**config.mk**
```make
export PLATFORM = sky130hd
export DESIGN_NAME = register_file_mp_flat
export DESIGN_NICKNAME = d
export VERILOG_FILES = /design/src/rtl/register_file_mp_pkg.sv /design/src/rtl/register_file_mp_if.sv /design/src/rtl/register_file_mp_scoreboard.sv /design/src/rtl/register_file_mp.sv /design/src/flat_wrapper.sv
export SDC_FILE = /design/constraint.sdc
export NUM_CORES = 2
export LEC_CHECK = 0
export BUFFER_PORTS_ARGS = -buffer_cell sky130_fd_sc_hd__buf_2
export CAP_MARGIN = 20
export CORE_MARGIN = 2
export CORE_UTILIZATION = 35
export DETAILED_ROUTE_END_ITERATION = 16
export GPL_ROUTABILITY_DRIVEN = 0
export GPL_TIMING_DRIVEN = 0
export PLACE_DENSITY = 0.46
export SYNTH_ARGS = -nofsm -noshare
export SYNTH_HDL_FRONTEND = slang
export SYNTH_SLANG_ARGS = --single-unit
```
**constraint.sdc**
```tcl
create_clock -name Clock -period 16.3 [get_ports Clock]
set_clock_uncertainty 0.1 [all_clocks]
set_input_delay 3.26 -clock Clock [delete_from_list [all_inputs] [get_ports Clock]]
set_output_delay 3.26 -clock Clock [all_outputs]
set_load 0.05 [all_outputs]
```
**src/rtl/register_file_mp_pkg.sv**
```systemverilog
// Shared definitions for the register_file_mp register file: default word
// width, address-width helper and the default-configuration word/address types.
package rf_pkg;

  localparam int XLEN_DEFAULT  = 64;
  localparam int NREGS_DEFAULT = 32;

  // Register address width for an n-entry file (at least one bit).
  function automatic int AW_OF(input int n);
    return (n < 2) ? 1 : $clog2(n);
  endfunction

  typedef logic [AW_OF(NREGS_DEFAULT)-1:0] reg_addr_t;
  typedef logic [XLEN_DEFAULT-1:0]         xword_t;

endpackage

```
**src/rtl/register_file_mp_if.sv**
```systemverilog
// Bus bundle between decode/writeback (master) and the register file (slave):
// packed read ports, packed write ports, the reservation request and BusyCount.
interface register_file_mp_if import rf_pkg::*; #(
  parameter int XLEN   = XLEN_DEFAULT,
  parameter int NREGS  = NREGS_DEFAULT,
  parameter int NREAD  = 2,
  parameter int NWRITE = 2
) ();

  localparam int AW = AW_OF(NREGS);

  logic [NREAD*AW-1:0]     ReadRegister;
  logic [NREAD*XLEN-1:0]   ReadData;
  logic [NREAD-1:0]        ReadBusy;
  logic [NWRITE-1:0]       WriteEnable;
  logic [NWRITE*AW-1:0]    WriteRegister;
  logic [NWRITE*XLEN-1:0]  WriteData;
  logic                    ReserveValid;
  logic [AW-1:0]           ReserveRegister;
  logic                    ReserveAccept;
  logic [AW:0]             BusyCount;

  modport master (
    output ReadRegister, WriteEnable, WriteRegister, WriteData,
           ReserveValid, ReserveRegister,
    input  ReadData, ReadBusy, ReserveAccept, BusyCount
  );

  modport slave (
    input  ReadRegister, WriteEnable, WriteRegister, WriteData,
           ReserveValid, ReserveRegister,
    output ReadData, ReadBusy, ReserveAccept, BusyCount
  );

endinterface

```
**src/rtl/register_file_mp_scoreboard.sv**
```systemverilog
// Busy scoreboard: one bit per register marking an in-flight producer.
// Reservations set bits, writes clear them; a same-cycle set beats a clear
// because the reservation belongs to a newer producer. busy[0] is never set.
module rf_scoreboard import rf_pkg::*; #(
  parameter  int NREGS = NREGS_DEFAULT,
  parameter  int NREAD = 2,
  localparam int AW    = AW_OF(NREGS)
) (
  input  logic                Clock,
  input  logic                ResetN,
  input  logic                set_valid_i,
  input  logic [AW-1:0]       set_addr_i,
  input  logic [NREGS-1:0]    clear_vec_i,
  input  logic [NREAD*AW-1:0] query_addr_i,
  output logic [NREAD-1:0]    query_busy_o,
  output logic                set_accept_o,
  output logic [AW:0]         busy_count_o
);

  localparam int CW = AW + 1;

  logic [NREGS-1:0] busy_q, busy_d;
  logic [CW-1:0]    count_q, count_d;

  // A reservation is granted only against the pre-edge busy bit (WAW stall).
  assign set_accept_o = set_valid_i & ~busy_q[set_addr_i];

  // Next busy vector: clear on write, then set on an accepted reservation.
  // NOTE: every always_comb output gets a default first so no latch is inferred.
  always_comb begin
    busy_d = busy_q & ~clear_vec_i;
    if (set_accept_o && (set_addr_i != '0)) begin
      busy_d[set_addr_i] = 1'b1;
    end
    busy_d[0] = 1'b0;
    count_d   = '0;
    for (int r = 0; r < NREGS; r++) begin
      count_d = count_d + CW'(busy_d[r]);
    end
  end

  // Busy bits and their population count, both discarded by reset.
  // NOTE: sequential state uses non-blocking assignments only.
  always_ff @(posedge Clock or negedge ResetN) begin
    if (!ResetN) begin
      busy_q  <= '0;
      count_q <= '0;
    end else begin
      busy_q  <= busy_d;
      count_q <= count_d;
    end
  end

  // Busy lookup for each read port.
  always_comb begin
    query_busy_o = '0;
    for (int i = 0; i < NREAD; i++) begin
      query_busy_o[i] = busy_q[query_addr_i[i*AW +: AW]];
    end
  end

  assign busy_count_o = count_q;

endmodule

```
**src/rtl/register_file_mp.sv**
```systemverilog
// Multi-port integer register file with busy scoreboard; x0 reads as zero.
// Optional macro BYPASS_EN forwards same-cycle write data to the read ports
// and masks the matching busy flag; without it, reads see pre-edge state.
module register_file_mp import rf_pkg::*; #(
  parameter int XLEN   = XLEN_DEFAULT,
  parameter int NREGS  = NREGS_DEFAULT,
  parameter int NREAD  = 2,
  parameter int NWRITE = 2
) (
  input  logic                Clock,
  input  logic                ResetN,
  register_file_mp_if.slave   bus
);

  localparam int AW = AW_OF(NREGS);

  logic [XLEN-1:0]  data_q [NREGS];
  logic [NREGS-1:0] wr_hit;
  logic [XLEN-1:0]  wr_val [NREGS];
  logic [NREAD-1:0] sb_busy;

  // Per-register write selection: the highest-index enabled port wins; x0 is never hit.
  always_comb begin
    wr_hit = '0;
    for (int r = 0; r < NREGS; r++) begin
      wr_val[r] = '0;
      for (int w = 0; w < NWRITE; w++) begin
        if ((r != 0) && bus.WriteEnable[w] &&
            (bus.WriteRegister[w*AW +: AW] == AW'(r))) begin
          wr_hit[r] = 1'b1;
          wr_val[r] = bus.WriteData[w*XLEN +: XLEN];
        end
      end
    end
  end

  // Register array update; x0 is only ever loaded with zero.
  // NOTE: the array is reset because every register must read zero right after reset.
  always_ff @(posedge Clock or negedge ResetN) begin
    if (!ResetN) begin
      for (int r = 0; r < NREGS; r++) begin
        data_q[r] <= '0;
      end
    end else begin
      for (int r = 1; r < NREGS; r++) begin
        if (wr_hit[r]) begin
          data_q[r] <= wr_val[r];
        end
      end
    end
  end

  rf_scoreboard #(
    .NREGS (NREGS),
    .NREAD (NREAD)
  ) u_scoreboard (
    .Clock        (Clock),
    .ResetN       (ResetN),
    .set_valid_i  (bus.ReserveValid),
    .set_addr_i   (bus.ReserveRegister),
    .clear_vec_i  (wr_hit),
    .query_addr_i (bus.ReadRegister),
    .query_busy_o (sb_busy),
    .set_accept_o (bus.ReserveAccept),
    .busy_count_o (bus.BusyCount)
  );

  // Read ports: zero-latency array lookup, optionally forwarding the winning write.
  always_comb begin
    bus.ReadData = '0;
    bus.ReadBusy = '0;
    for (int i = 0; i < NREAD; i++) begin
      bus.ReadData[i*XLEN +: XLEN] = data_q[bus.ReadRegister[i*AW +: AW]];
      bus.ReadBusy[i]              = sb_busy[i];
`ifdef BYPASS_EN
      if (wr_hit[bus.ReadRegister[i*AW +: AW]]) begin
        bus.ReadData[i*XLEN +: XLEN] = wr_val[bus.ReadRegister[i*AW +: AW]];
        bus.ReadBusy[i]              = 1'b0;
      end
`endif
    end
  end

endmodule

```
**src/flat_wrapper.sv**
```systemverilog
// flat-port wrapper written by rule: the top's interface ports become plain ports
module register_file_mp_flat import rf_pkg::*;
#(
  parameter int XLEN   = XLEN_DEFAULT,
  parameter int NREGS  = NREGS_DEFAULT,
  parameter int NREAD  = 2,
  parameter int NWRITE = 2
)
  (Clock, ResetN, bus_ReadRegister, bus_WriteEnable, bus_WriteRegister, bus_WriteData, bus_ReserveValid, bus_ReserveRegister, bus_ReadData, bus_ReadBusy, bus_ReserveAccept, bus_BusyCount);
  register_file_mp_if #(.XLEN(XLEN), .NREGS(NREGS), .NREAD(NREAD), .NWRITE(NWRITE)) bus_i ();
  input  logic Clock;
  input  logic ResetN;
  input wire logic [$bits(bus_i.ReadRegister)-1:0] bus_ReadRegister;
  input wire logic [$bits(bus_i.WriteEnable)-1:0] bus_WriteEnable;
  input wire logic [$bits(bus_i.WriteRegister)-1:0] bus_WriteRegister;
  input wire logic [$bits(bus_i.WriteData)-1:0] bus_WriteData;
  input wire logic [$bits(bus_i.ReserveValid)-1:0] bus_ReserveValid;
  input wire logic [$bits(bus_i.ReserveRegister)-1:0] bus_ReserveRegister;
  output wire logic [$bits(bus_i.ReadData)-1:0] bus_ReadData;
  output wire logic [$bits(bus_i.ReadBusy)-1:0] bus_ReadBusy;
  output wire logic [$bits(bus_i.ReserveAccept)-1:0] bus_ReserveAccept;
  output wire logic [$bits(bus_i.BusyCount)-1:0] bus_BusyCount;
  assign bus_i.ReadRegister = bus_ReadRegister;
  assign bus_i.WriteEnable = bus_WriteEnable;
  assign bus_i.WriteRegister = bus_WriteRegister;
  assign bus_i.WriteData = bus_WriteData;
  assign bus_i.ReserveValid = bus_ReserveValid;
  assign bus_i.ReserveRegister = bus_ReserveRegister;
  assign bus_ReadData = bus_i.ReadData;
  assign bus_ReadBusy = bus_i.ReadBusy;
  assign bus_ReserveAccept = bus_i.ReserveAccept;
  assign bus_BusyCount = bus_i.BusyCount;
  register_file_mp #(.XLEN(XLEN), .NREGS(NREGS), .NREAD(NREAD), .NWRITE(NWRITE)) u_core (.Clock(Clock), .ResetN(ResetN), .bus(bus_i));
endmodule
```
==> flow_summary.yaml <==
status:
  status: "completed"
synthesis:
  syn-cell-area_mm2: 0.127
  synthTopCellsByArea: "dfrtp_1, mux2i_1, mux4_2, a21oi_1, o21ai_0"
  syn_area_per_cell_um2: 10.4
  ys_warn_count: 64
  ys_seq_area_frac: 0.397
  synth_top_area_frac: 0.397
  synth_cell_types: 53
  ys_dominant_reg_cell: "dfrtp_1"
  syn_nets: 12400
  ys_async_sr_fraction: 1.00
  syn_inst: 12200
  synth_edf_count: 0
  synth-seq-cells: 2021
  synth_top_cell_by_area: "dfrtp_1"
power:
  ir_drop_mv: 0.250
  power.leakage_nw: 66.0
  pwr_density_cell_mw_per_mm2: 130
critical_path:
  cp.arrival_ns: 8.07
  worstPathMaxFanout: 12
  endpoint_kind: "output pin"
  cp_data_required_time_ns: 12.94
  worst_setup_path_start_kind: "input pin"
  worst-setup-path-type: "in2out"
clock_network:
  clock_latency_ns: 0.95
  postCtsHoldBufs: 0
  clkTransAtPathRegs_ns: 0.06
  cts_made_buffers: 263
  cts_resized: 0
  cts_tree: "yes"
  cts-htree-levels: 5
  postCtsSetupBuffers: 0
  clock-sinks: 2021
  cts_max_path_buffers: 4
  clock-root-buffer: "clkbuf_16"
floorplanning:
  io_pins: 295
  initial_utilization: 0.352
  dieArea_mm2: 0.369
  dieWidth_um: 607
  die_h_um: 607
  rows: 221
  coreArea_mm2: 0.362
sta:
  hold_viol_final: 0
  fin_crit_sh: 0.701
  setup_viol: 0
  slew_viol_final: 0
  worst_pin_slew_ns: 1.36
  rsz0062_at_grt: "no"
  max_freq_mhz: 87.5
  hold-worst-slack_ns: 0.480
  tns_ns: 0
  min_period_ns: 11.43
  slew_headroom: 0.0958
cells_and_area:
  area_growth_pct: 14.1
  final_common_cell: "mux2i_1"
  nets: 13000
  final_cell_mix: "mux2i_1, dfrtp_1, a21oi_1"
  drive_gt1_frac: 0.181
drt:
  antenna_left: 0
  remaining_drc_errors: 0
  vias: 111000
  drtIter0Drc: 12900
  drt-total-wl_mm: 645
  wl_per_cell_um: 36.0
  avgViaCountPerCell: 6.18
  firstDrtPassIters: 8
worst_hold_path:
  hold_path.class: "reg2reg"
grt:
  track_usage: 0.341
  grt_pass1_vias: 109000
  antenna_found_initial: 60
  grt_pass1_wl_mm: 888
  grt.overflow.total: 0
  grt_max_degree: 155
place:
  dp_hpwl_mm: 506
  port_buffers: 284
flow_run:
  maxCapViolCount: 0
[state kept, by name (all words and copies together) (netlist names)]
signal,count
u_core.data_q,1984
u_core.u_scoreboard.busy_q,31
u_core.u_scoreboard.busy_count_o,6
[cells in the mapped netlist, drive strengths merged (2+ instances only)]
library cell and number:
xnor2 2, o22ai 71, a22oi 129, mux4 780, o31ai 2, nand3b 5, a32oi 12, mux2 391
o2bb2ai 10, or2 8, o221ai 130, mux2i 2390, clkbuf 966, buf 486, and2 3, a32o 14
nor3 8, or3b 3, nor3b 2, nand3 2, a21o 2, nand2 1157, or3 3, and3 2
a21oi 1292, fa 23, nand2b 12, nor4 7, dfrtp 2021, ha 7, nor2 1196, nor2b 11
a22o 70, inv 17, o21ai 961
[where the power goes]
| part | internal, mW | leakage (nW) | switching [mW] | total, mW |
|---|---|---|---|---|
| Sequential | 6.37 | 24.6 | 1.10 | 7.47 |
| Clock | 3.46 | 4.12 | 2.48 | 5.94 |
| Combinational | 2.62 | 37.3 | 2.88 | 5.50 |
| Total | 12.5 | 66.0 | 6.45 | 18.9 |
[metal layers]
| layer | wire length (um) | GRT usage |
|---|---|---|
| met5 | 144 | 0 |
| met4 | 53400 | 0.249 |
| met3 | 49700 | 0.0659 |
| met2 | 288000 | 0.522 |
| met1 | 253000 | 0.430 |
[per-stage QoR]
step           instances  power (mW)  cell area, um2  utilization  worst slack [ns]
2_1_floorplan      12200        11.1          127000            -              7.04
3_3_place_gp       17300        12.8          135000        0.372            -37.53
3_5_place_dp       17400        13.0          137000        0.377              4.44
4_1_cts            17800        18.9          145000        0.400              5.11
5_1_grt            17800        19.7          145000        0.401              5.00
6_report           17900        18.9          145000        0.401              4.87
[path summary, 6_finish.rpt]
check	slack (ns)	to	from	depth (start not counted)
min reg2reg	0.48	u_core.data_q[1959]	u_core.data_q[1959]	2
max	4.87	bus_ReadData[117]	bus_ReadRegister[5]	10
min in group asynchronous	2.21	u_core.data_q[84]	ResetN	1
max reg2reg	8.94	u_core.u_scoreboard.busy_count_o[4]	u_core.u_scoreboard.busy_q[4]	19
min	0.48	u_core.data_q[1959]	u_core.data_q[1959]	2
max in group asynchronous	10.27	u_core.data_q[1131]	ResetN	5
[layout make-up]
type / count / area, um2
antenna: 70 / 175
buffer: 1452 / 6130
clock buffer: 410 / 7990
clock inverter: 36 / 398
fill: 35600 / 217000
inverter: 17 / 63.8
multi-input combinational: 8712 / 70700
sequential: 2021 / 50600
tap: 4794 / 6000
timing repair buffer: 386 / 3290
[cell families (layout without fill, tap and decap cells)]
group / after synthesis / count (layout) / synth area share
xor gates and xnor gates: 3 / 3 / 0.000206
buffers and inverters: 1469 / 2301 / 0.0483
muxes: 3561 / 3561 / 0.360
adders and majority gates: 30 / 30 / 0.00430
AOI/OAI and AO/OA: 2696 / 2696 / 0.117
other: 0 / 70 / 0
DFF: 2021 / 2021 / 0.397
and+or+nand+nor: 2422 / 2422 / 0.0734
[worst max-delay path, cell delays in order]
cell	delay, ns
buf_2	0.69
buf_2	1.02
buf_2	0.75
buf_2	0.43
mux2_2	0.39
a21oi_1	0.23
o221ai_1	0.21
a21oi_1	0.54
nor2_1	0.15
buf_2	0.25
(Power assumes the default switching activity.)
